**src/rtl/matmul_loader_if.sv**
```systemverilog
// Host write port and element-stream bus between matmul_loader and its neighbours.
// master = host/multiplier side, slave = the loader itself.
interface matmul_loader_if #(
  parameter int unsigned DW = 8
);
  logic          wr_en;
  logic          wr_sel;
  logic [7:0]    wr_addr;
  logic [DW-1:0] wr_data;
  logic          start;
  logic          busy;
  logic          done;
  logic [7:0]    A_loc;
  logic [DW-1:0] A_val;
  logic [7:0]    B_loc;
  logic [DW-1:0] B_val;
  logic          stream_valid;

  modport master (
    output wr_en, wr_sel, wr_addr, wr_data, start,
    input  busy, done, A_loc, A_val, B_loc, B_val, stream_valid
  );

  modport slave (
    input  wr_en, wr_sel, wr_addr, wr_data, start,
    output busy, done, A_loc, A_val, B_loc, B_val, stream_valid
  );
endinterface

```
**src/rtl/matmul_loader.sv**
```systemverilog
// Element streamer for the NxN matrix multiplier: host-loaded A/B stores, streamed in lockstep.
// MATMUL_LOADER_STORE_CLEAR_EN: when defined, rst also zeroes both operand stores.
module matmul_loader #(
  parameter int unsigned N         = 3,
  parameter int unsigned DW        = 8,
  parameter int unsigned DRAIN_CYC = 2
) (
  input logic             clk,
  input logic             rst,
  matmul_loader_if.slave  bus
);

  localparam int unsigned NN = N * N;
  localparam int unsigned AW = (NN > 1) ? $clog2(NN) : 1;
  localparam int unsigned CW = (DRAIN_CYC > 1) ? $clog2(DRAIN_CYC) : 1;
  localparam logic [7:0]  LastIdx  = 8'(NN - 1);
  localparam logic [CW-1:0] LastCnt = CW'(DRAIN_CYC - 1);

  typedef enum logic [1:0] {StIdle, StStream, StDrain, StDone} state_e;

  state_e        state_q, state_d;
  logic [7:0]    idx_q, idx_d;
  logic [CW-1:0] cnt_q, cnt_d;
  logic          busy_q, busy_d;
  logic          done_q, done_d;
  logic          valid_q, valid_d;
  logic [7:0]    loc_q, loc_d;
  logic [DW-1:0] a_val_q, a_val_d;
  logic [DW-1:0] b_val_q, b_val_d;

  logic [DW-1:0] mem_a [NN];
  logic [DW-1:0] mem_b [NN];

  // A start in the same cycle wins over a write.
  logic wr_accept;
  assign wr_accept = (state_q == StIdle) && bus.wr_en && !bus.start &&
                     (32'(bus.wr_addr) < NN);

  always_ff @(posedge clk) begin
`ifdef MATMUL_LOADER_STORE_CLEAR_EN
    if (rst) begin
      for (int i = 0; i < NN; i++) begin
        mem_a[i] <= '0;
        mem_b[i] <= '0;
      end
    end else if (wr_accept) begin
      if (bus.wr_sel) mem_b[bus.wr_addr[AW-1:0]] <= bus.wr_data;
      else            mem_a[bus.wr_addr[AW-1:0]] <= bus.wr_data;
    end
`else
    if (wr_accept) begin
      if (bus.wr_sel) mem_b[bus.wr_addr[AW-1:0]] <= bus.wr_data;
      else            mem_a[bus.wr_addr[AW-1:0]] <= bus.wr_data;
    end
`endif
  end

  always_comb begin
    state_d = state_q;
    idx_d   = idx_q;
    cnt_d   = cnt_q;
    busy_d  = (state_q != StIdle);
    done_d  = (state_q == StDone);
    valid_d = 1'b0;
    loc_d   = 8'hFF;
    a_val_d = '0;
    b_val_d = '0;
    unique case (state_q)
      StIdle: begin
        if (bus.start) begin
          state_d = StStream;
          idx_d   = '0;
        end
      end
      StStream: begin
        valid_d = 1'b1;
        loc_d   = idx_q;
        a_val_d = mem_a[idx_q[AW-1:0]];
        b_val_d = mem_b[idx_q[AW-1:0]];
        idx_d   = idx_q + 8'd1;
        if (idx_q == LastIdx) begin
          state_d = StDrain;
          cnt_d   = '0;
        end
      end
      StDrain: begin
        cnt_d = cnt_q + 1'b1;
        if (cnt_q == LastCnt) state_d = StDone;
      end
      StDone: state_d = StIdle;
      default: state_d = StIdle;
    endcase
  end

  always_ff @(posedge clk) begin
    if (rst) begin
      state_q <= StIdle;
      idx_q   <= '0;
      cnt_q   <= '0;
      busy_q  <= 1'b0;
      done_q  <= 1'b0;
      valid_q <= 1'b0;
      loc_q   <= 8'hFF;
      a_val_q <= '0;
      b_val_q <= '0;
    end else begin
      state_q <= state_d;
      idx_q   <= idx_d;
      cnt_q   <= cnt_d;
      busy_q  <= busy_d;
      done_q  <= done_d;
      valid_q <= valid_d;
      loc_q   <= loc_d;
      a_val_q <= a_val_d;
      b_val_q <= b_val_d;
    end
  end

  assign bus.busy         = busy_q;
  assign bus.done         = done_q;
  assign bus.stream_valid = valid_q;
  assign bus.A_loc        = loc_q;
  assign bus.B_loc        = loc_q;
  assign bus.A_val        = a_val_q;
  assign bus.B_val        = b_val_q;

endmodule

```
**src/flat_wrapper.sv**
```systemverilog
// flat-port wrapper written by rule: the top's interface ports become plain ports
module matmul_loader_flat 
#(
  parameter int unsigned N         = 3,
  parameter int unsigned DW        = 8,
  parameter int unsigned DRAIN_CYC = 2
)
  (clk, rst, bus_wr_en, bus_wr_sel, bus_wr_addr, bus_wr_data, bus_start, bus_busy, bus_done, bus_A_loc, bus_A_val, bus_B_loc, bus_B_val, bus_stream_valid);
  matmul_loader_if #(.DW(DW)) bus_i ();
  input logic clk;
  input logic rst;
  input wire logic [$bits(bus_i.wr_en)-1:0] bus_wr_en;
  input wire logic [$bits(bus_i.wr_sel)-1:0] bus_wr_sel;
  input wire logic [$bits(bus_i.wr_addr)-1:0] bus_wr_addr;
  input wire logic [$bits(bus_i.wr_data)-1:0] bus_wr_data;
  input wire logic [$bits(bus_i.start)-1:0] bus_start;
  output wire logic [$bits(bus_i.busy)-1:0] bus_busy;
  output wire logic [$bits(bus_i.done)-1:0] bus_done;
  output wire logic [$bits(bus_i.A_loc)-1:0] bus_A_loc;
  output wire logic [$bits(bus_i.A_val)-1:0] bus_A_val;
  output wire logic [$bits(bus_i.B_loc)-1:0] bus_B_loc;
  output wire logic [$bits(bus_i.B_val)-1:0] bus_B_val;
  output wire logic [$bits(bus_i.stream_valid)-1:0] bus_stream_valid;
  assign bus_i.wr_en = bus_wr_en;
  assign bus_i.wr_sel = bus_wr_sel;
  assign bus_i.wr_addr = bus_wr_addr;
  assign bus_i.wr_data = bus_wr_data;
  assign bus_i.start = bus_start;
  assign bus_busy = bus_i.busy;
  assign bus_done = bus_i.done;
  assign bus_A_loc = bus_i.A_loc;
  assign bus_A_val = bus_i.A_val;
  assign bus_B_loc = bus_i.B_loc;
  assign bus_B_val = bus_i.B_val;
  assign bus_stream_valid = bus_i.stream_valid;
  matmul_loader #(.N(N), .DW(DW), .DRAIN_CYC(DRAIN_CYC)) u_core (.clk(clk), .rst(rst), .bus(bus_i));
endmodule
```
**config.mk**
```make
export PLATFORM = sky130hd
export DESIGN_NAME = matmul_loader_flat
export DESIGN_NICKNAME = d
export VERILOG_FILES = /design/src/rtl/matmul_loader_if.sv /design/src/rtl/matmul_loader.sv /design/src/flat_wrapper.sv
export SDC_FILE = /design/constraint.sdc
export NUM_CORES = 1
export LEC_CHECK = 0
export ABC_AREA = 1
export CORE_MARGIN = 5
export CORE_UTILIZATION = 60
export CTS_BUF_LIST = sky130_fd_sc_hd__clkbuf_8
export DETAILED_ROUTE_END_ITERATION = 10
export PLACE_DENSITY = 0.82
export SETUP_SLACK_MARGIN = 0.5
export SLEW_MARGIN = 20
export SYNTH_ARGS = -nofsm -noshare
export SYNTH_HDL_FRONTEND = slang
export SYNTH_SLANG_ARGS = --single-unit
```
**constraint.sdc**
```tcl
create_clock -name clk -period 5.4 [get_ports clk]
set_clock_uncertainty 0.2 [all_clocks]
set_input_delay 0.54 -clock clk [delete_from_list [all_inputs] [get_ports clk]]
set_output_delay 0.54 -clock clk [all_outputs]
set_load 0.02 [all_outputs]
```
After elaboration in Yosys (flattened, before gate mapping)
Memories as Yosys holds them, arrays and structs flattened. A register that Yosys moved wholly into a read port is not among the register bits.
Index checks and enable logic that the tools add are counted.
{"block": "classes", "bitwise": 1, "n_lt_le_gt_ge": 1, "n_eq_ne": 7, "addsub": 2, "mux": 15, "reduce_logical": 12}
{"op": "case mux 8 bit (2 select lines)", "n": 1}
{"op": "adder 8 x 1 -> 8 bit (second input constant)", "n": 1}
{"op": "== test 8 x 4 -> 1 bit (second input constant)", "n": 1}
{"op": "< comparator 8 x 4 -> 1 bit (second input constant)", "n": 1}
{"op": "2-to-1 mux 1 bit", "n": 8}
{"op": "2-to-1 mux 8 bit", "n": 1}
{"op": "case mux 2 bit (4 select lines)", "n": 1}
{"op": "2-to-1 mux 2 bit", "n": 3}
{"op": "nonzero test 2 bit", "n": 3}
{"op": "== test 2 bit (second input constant)", "n": 2}
{"op": "!= test 2 x 1 -> 1 bit (second input constant)", "n": 2}
{"op": "AND reduction 2 bit", "n": 2}
{"op": "logical AND 1 bit", "n": 3}
{"op": "AND reduction 3 bit", "n": 1}
{"op": "== test 2 x 1 -> 1 bit (second input constant)", "n": 1}
{"op": "zero test 2 bit", "n": 1}
{"op": "!= test 2 bit (second input constant)", "n": 1}
{"op": "case mux 1 bit (2 select lines)", "n": 1}
{"op": "OR reduction 2 bit", "n": 1}
{"op": "adder 1 bit (second input constant)", "n": 1}
{"op": "zero test 1 bit", "n": 1}
{"op": "inverter 1 bit", "n": 1}
{"block": "word_totals", "out_inout_bits": 35, "word_cells": 47, "mem_count": 2, "ff_bits": 22, "input_bits": 21, "mem_bits_rw": 144}
{"memory": "u_core.mem_a", "depth": 9, "word_bits": 8, "rd": 1, "rd_ports_with_merged_regs": 1, "wr": 1, "line": "matmul_loader.sv:31", "rtl": "logic [DW-1:0] mem_a [NN];"}
{"memory": "u_core.mem_b", "depth": 9, "word_bits": 8, "rd": 1, "rd_ports_with_merged_regs": 1, "wr": 1, "line": "matmul_loader.sv:32", "rtl": "logic [DW-1:0] mem_b [NN];"}

Longest topological paths before layout
{"block": "logic_depth", "word_depth": 6, "depth_mapped": 10, "mapped_depth_nobuf": 10}

Least setup slack after synthesis
OpenSTA, ideal clock, no wires.
{"block": "synth_path", "kind": "register to register", "from": "register u_core.state_q[0]", "to": "memory u_core.mem_a[0][0] (enable)", "arrival_time_ns": 1.480, "period_less_slack_ns": 2.051, "path_buffers": 0, "setup_time_ns": 0.370, "required_ns": 4.830, "setup_slack_ns": 3.349, "stages_incl_launch_ff": 8, "cell_sequence": "dfxtp_1 > inv_1 > ha_1 > nand2_1 > nor2_1 > and3_1 > nand2_2 > nor2_1"}
{"block": "synth_via", "elab_chain_len": 6}
{"item": "start, declared", "line": "matmul_loader.sv:21", "rtl": "state_e state_q, state_d;"}
{"item": "start signal, assigned", "line": "matmul_loader.sv:97", "rtl": "state_q <= StIdle;"}
{"item": "start signal, assigned", "line": "matmul_loader.sv:107", "rtl": "state_q <= state_d;"}
{"item": "zero test 2 bit", "line": "matmul_loader.sv:36", "rtl": "assign wr_accept = (state_q == StIdle) && bus.wr_en && !bus.start &&"}
{"item": "logical AND 1 bit (3 in series)", "line": "matmul_loader.sv:36"}
{"item": "2-to-1 mux 1 bit", "line": "matmul_loader.sv:51", "rtl": "if (wr_accept) begin"}
{"item": "2-to-1 mux 1 bit (not written as such)", "line": "matmul_loader.sv:53", "rtl": "else mem_a[bus.wr_addr[AW-1:0]] <= bus.wr_data;"}
{"item": "end, declared", "line": "matmul_loader.sv:31"}
Every way passes these cells.

Worst setup path after layout
{"block": "layout_path", "from": "register u_core.idx_q[0]", "to": "register u_core.state_q[1]"}
{"block": "layout_via", "elab_chain_len": 3}
{"item": "start, declared", "line": "matmul_loader.sv:22", "rtl": "logic [7:0] idx_q, idx_d;"}
{"item": "start signal, assigned", "line": "matmul_loader.sv:108", "rtl": "idx_q <= idx_d;"}
{"item": "== test 8 x 4 -> 1 bit", "line": "matmul_loader.sv:81", "rtl": "if (idx_q == LastIdx) begin"}
{"item": "!= test 2 x 1 -> 1 bit (no line)"}
{"item": "AND reduction 3 bit (no line)"}
Every way passes these cells.
A chain may end at the register's enable or synchronous reset.

==> impl_metrics.tcl <==
set metrics [dict create \
    grt_usage_pct 23.2 \
    routed_wirelength_mm 15.8 \
    place_congestion 0.827 \
    irDropWorstVdd_uv 177 \
    cts_hold_buf 0 \
    h-tree-depth 4 \
    layout-drive-gt1-share_pct 7.21 \
    synth.distinct_cells 25 \
    die_h_um 119 \
    ant_nets 0 \
    dp_slack_ns 2.40 \
    worst_slew_pin_slew_ns 0.898 \
    grt_pass1_vias 4684 \
    ys_seq_area_share_pct 71.2 \
    synthCells 611 \
    cp_slowest_stage_delay_ns 0.85 \
    ctsResizeCount 0 \
    synth_edf_count 144 \
    clk_pin_slew_ns 0.08 \
    ys.flop_type "edfxtp_1" \
    cp_cell_sequence "buf_4, clkinv_2, ha_1, nand3_1, o21ai_2, a21oi_1, nor2_1" \
    post-cts-setup-buffers 0 \
    yosys.area.top_type "edfxtp_1" \
    port_buffers 55 \
    fmax_mhz 333 \
    cts_buffers 17 \
    die_w_um 119 \
    syn_area_mm2 0.00715 \
    grt_pass1_wl_mm 24.8 \
    fillerInstances 799 \
    clk_latency_ns 0.45 \
    wl_per_cell_um 19.5 \
    area_growth_syn_to_layout_pct 13.0 \
    n_antenna_cell 0 \
    setup_violations 0 \
    ys_ff_latch 182 \
    rows 39 \
    cts_tree "built" \
    hold_class "flop to flop" \
    synth_nets 638 \
    post-route-period-util_pct 55.7 \
    antenna_found_initial 0 \
    cts_sinks 182 \
    async_flop_share_pct 0 \
    die_area_mm2 0.0142 \
    viasPerCell 5.91 \
    seq_area_mm2 0.00509 \
    crit_path_end_kind "flop" \
    vias 4778 \
    setup_ws_ns 2.39 \
    critPathRequiredTime_ns 5.54 \
    clockBufferDepth 2 \
    drtIter0Drc 536 \
    cp_slowest_cell "clkinv_2" \
    crit_type "flop to flop" \
    grt_max_degree 69 \
    path_max_fanout 68 \
    slew_headroom_pct 40.0 \
    synth_top_area_share_pct 60.5 \
    num_io_pins 56 \
    multiInputGateArea_mm2 0.00171 \
    status "finished, final reports clean" \
    fin_nets 680 \
    cp-start-kind "flop" \
    cp_data_arrival_time_ns 3.15 \
    period_needed_ns 3.01 \
    start_util_pct 61.8 \
    leakage_uw 0.00281 \
    avgSynthCellArea_um2 11.7 \
    cap_violations 0 \
    dr.pass1.iters 7 \
    hpwl_mm 10.2 \
    overflow 0 \
    power.density_mw_per_mm2 393 \
    rsz0062_at_grt "no" \
    synth_warnings 0 \
    cts-root-buf "clkbuf_8" \
    yosys-top-cells-area "edfxtp_1, dfxtp_1, nor2_1" \
    drc 0 \
    maxSlewViolCount 0 \
    finalSetupTns_ns 0 \
    hold_viol_final 0 \
    coreArea_mm2 0.0116 \
]
worst max-delay path, delay by kind of cell (launching register included):
family | cells | cell delay, ns
buf+inv | 2 | 1.37
fa+ha+maj | 1 | 0.51
flops | 1 | 0.32
compound gates | 2 | 0.29
simple gates | 2 | 0.18
synth_stat cells (9+ instances only):
cell      count
edfxtp_1    144
a21oi_1      10
o21ai_1      24
inv_1        22
nor2_1      146
buf_6         9
buf_4        13
nand2_1      58
o21ai_0      44
nand3_1      50
dfxtp_1      38
o211ai_1     16
kinds of logic (layout without fill, tap and decap cells):
logic type | after synthesis | count (layout) | synth area share (%)
buf+inv | 60 | 115 | 4.92
fa+ha+maj | 6 | 6 | 1.05
flops | 182 | 182 | 71.2
simple gates | 267 | 267 | 15.5
compound gates | 95 | 95 | 7.27
xor+xnor | 1 | 1 | 0.123
layout make-up:
class,count,area share (%)
Sequential cell,182,63.0
Clock buffer,19,3.24
Tap cell,143,2.22
Timing Repair Buffer,57,7.00
Clock inverter,13,2.18
Multi-Input combinational cell,369,21.2
Inverter,26,1.22
registers in the layout (all words and copies together) (netlist names):
signal / cells
u_core.bus.done: 1
u_core.bus.A_loc: 8
u_core.bus.stream_valid: 1
u_core.bus.busy: 1
u_core.idx_q: 8
u_core.bus.B_val: 8
u_core.bus.A_val: 8
u_core.mem_a: 72
u_core.state_q: 2
u_core.mem_b: 72
u_core.cnt_q: 1
path summary, 6_finish.rpt:
check	startpoint	endpoint	slack, ns	depth (start not counted)
setup / recovery	u_core.idx_q[0]$_SDFFE_PP0P_	u_core.state_q[1]$_SDFFE_PP0P_	2.39	7
hold / removal	u_core.mem_b[8][0]$_DFFE_PP_	u_core.bus.B_val[0]$_SDFF_PP0_	0.25	2
setup reg to reg	u_core.idx_q[0]$_SDFFE_PP0P_	u_core.state_q[1]$_SDFFE_PP0P_	2.39	7
hold reg to reg	u_core.mem_b[8][0]$_DFFE_PP_	u_core.bus.B_val[0]$_SDFF_PP0_	0.25	2
metrics by stage:
step	std cells	total power (uW)	utilization, %	cell area (um^2)	hold WS (ns)
floorplan	611	2050	-	7150	0.219
global placement	777	2200	66.0	7640	0.231
detailed placement	777	2220	66.0	7640	0.234
CTS	809	3180	69.8	8080	0.250
global route	809	3310	69.8	8080	0.292
finish	809	3170	69.8	8080	0.248
per-layer routing:
layer  vias to the layer above  track usage (%)  part of all wire (%)  wire length [um]
met2                       284             38.7                    50              7930
li1                       2190                -                     -                 -
met4                         0             11.0                   2.7               426
met3                        35             5.50                   9.0              1420
met1                      2269             28.6                    38              6020
met5                         -                0                     0                 0
cell usage in the layout, fill, tap and decap left out, types with 6 or more instances in the layout:
master / count
edfxtp_1: 144
o21ai_1: 24
nand2_1: 58
ha_1: 6
nand3_1: 50
clkdlybuf4s50_1: 55
dfxtp_1: 37
o211ai_1: 16
clkbuf_8: 19
inv_1: 24
nor2_1: 146
a21oi_1: 10
o21ai_0: 44
power by group:
group          switching [uW]  total, uW  internal [uW]
Sequential               21.7       1580           1560
Clock                     456        983            527
Combinational             395        612            217
Power figures use the tool's default switching activity.
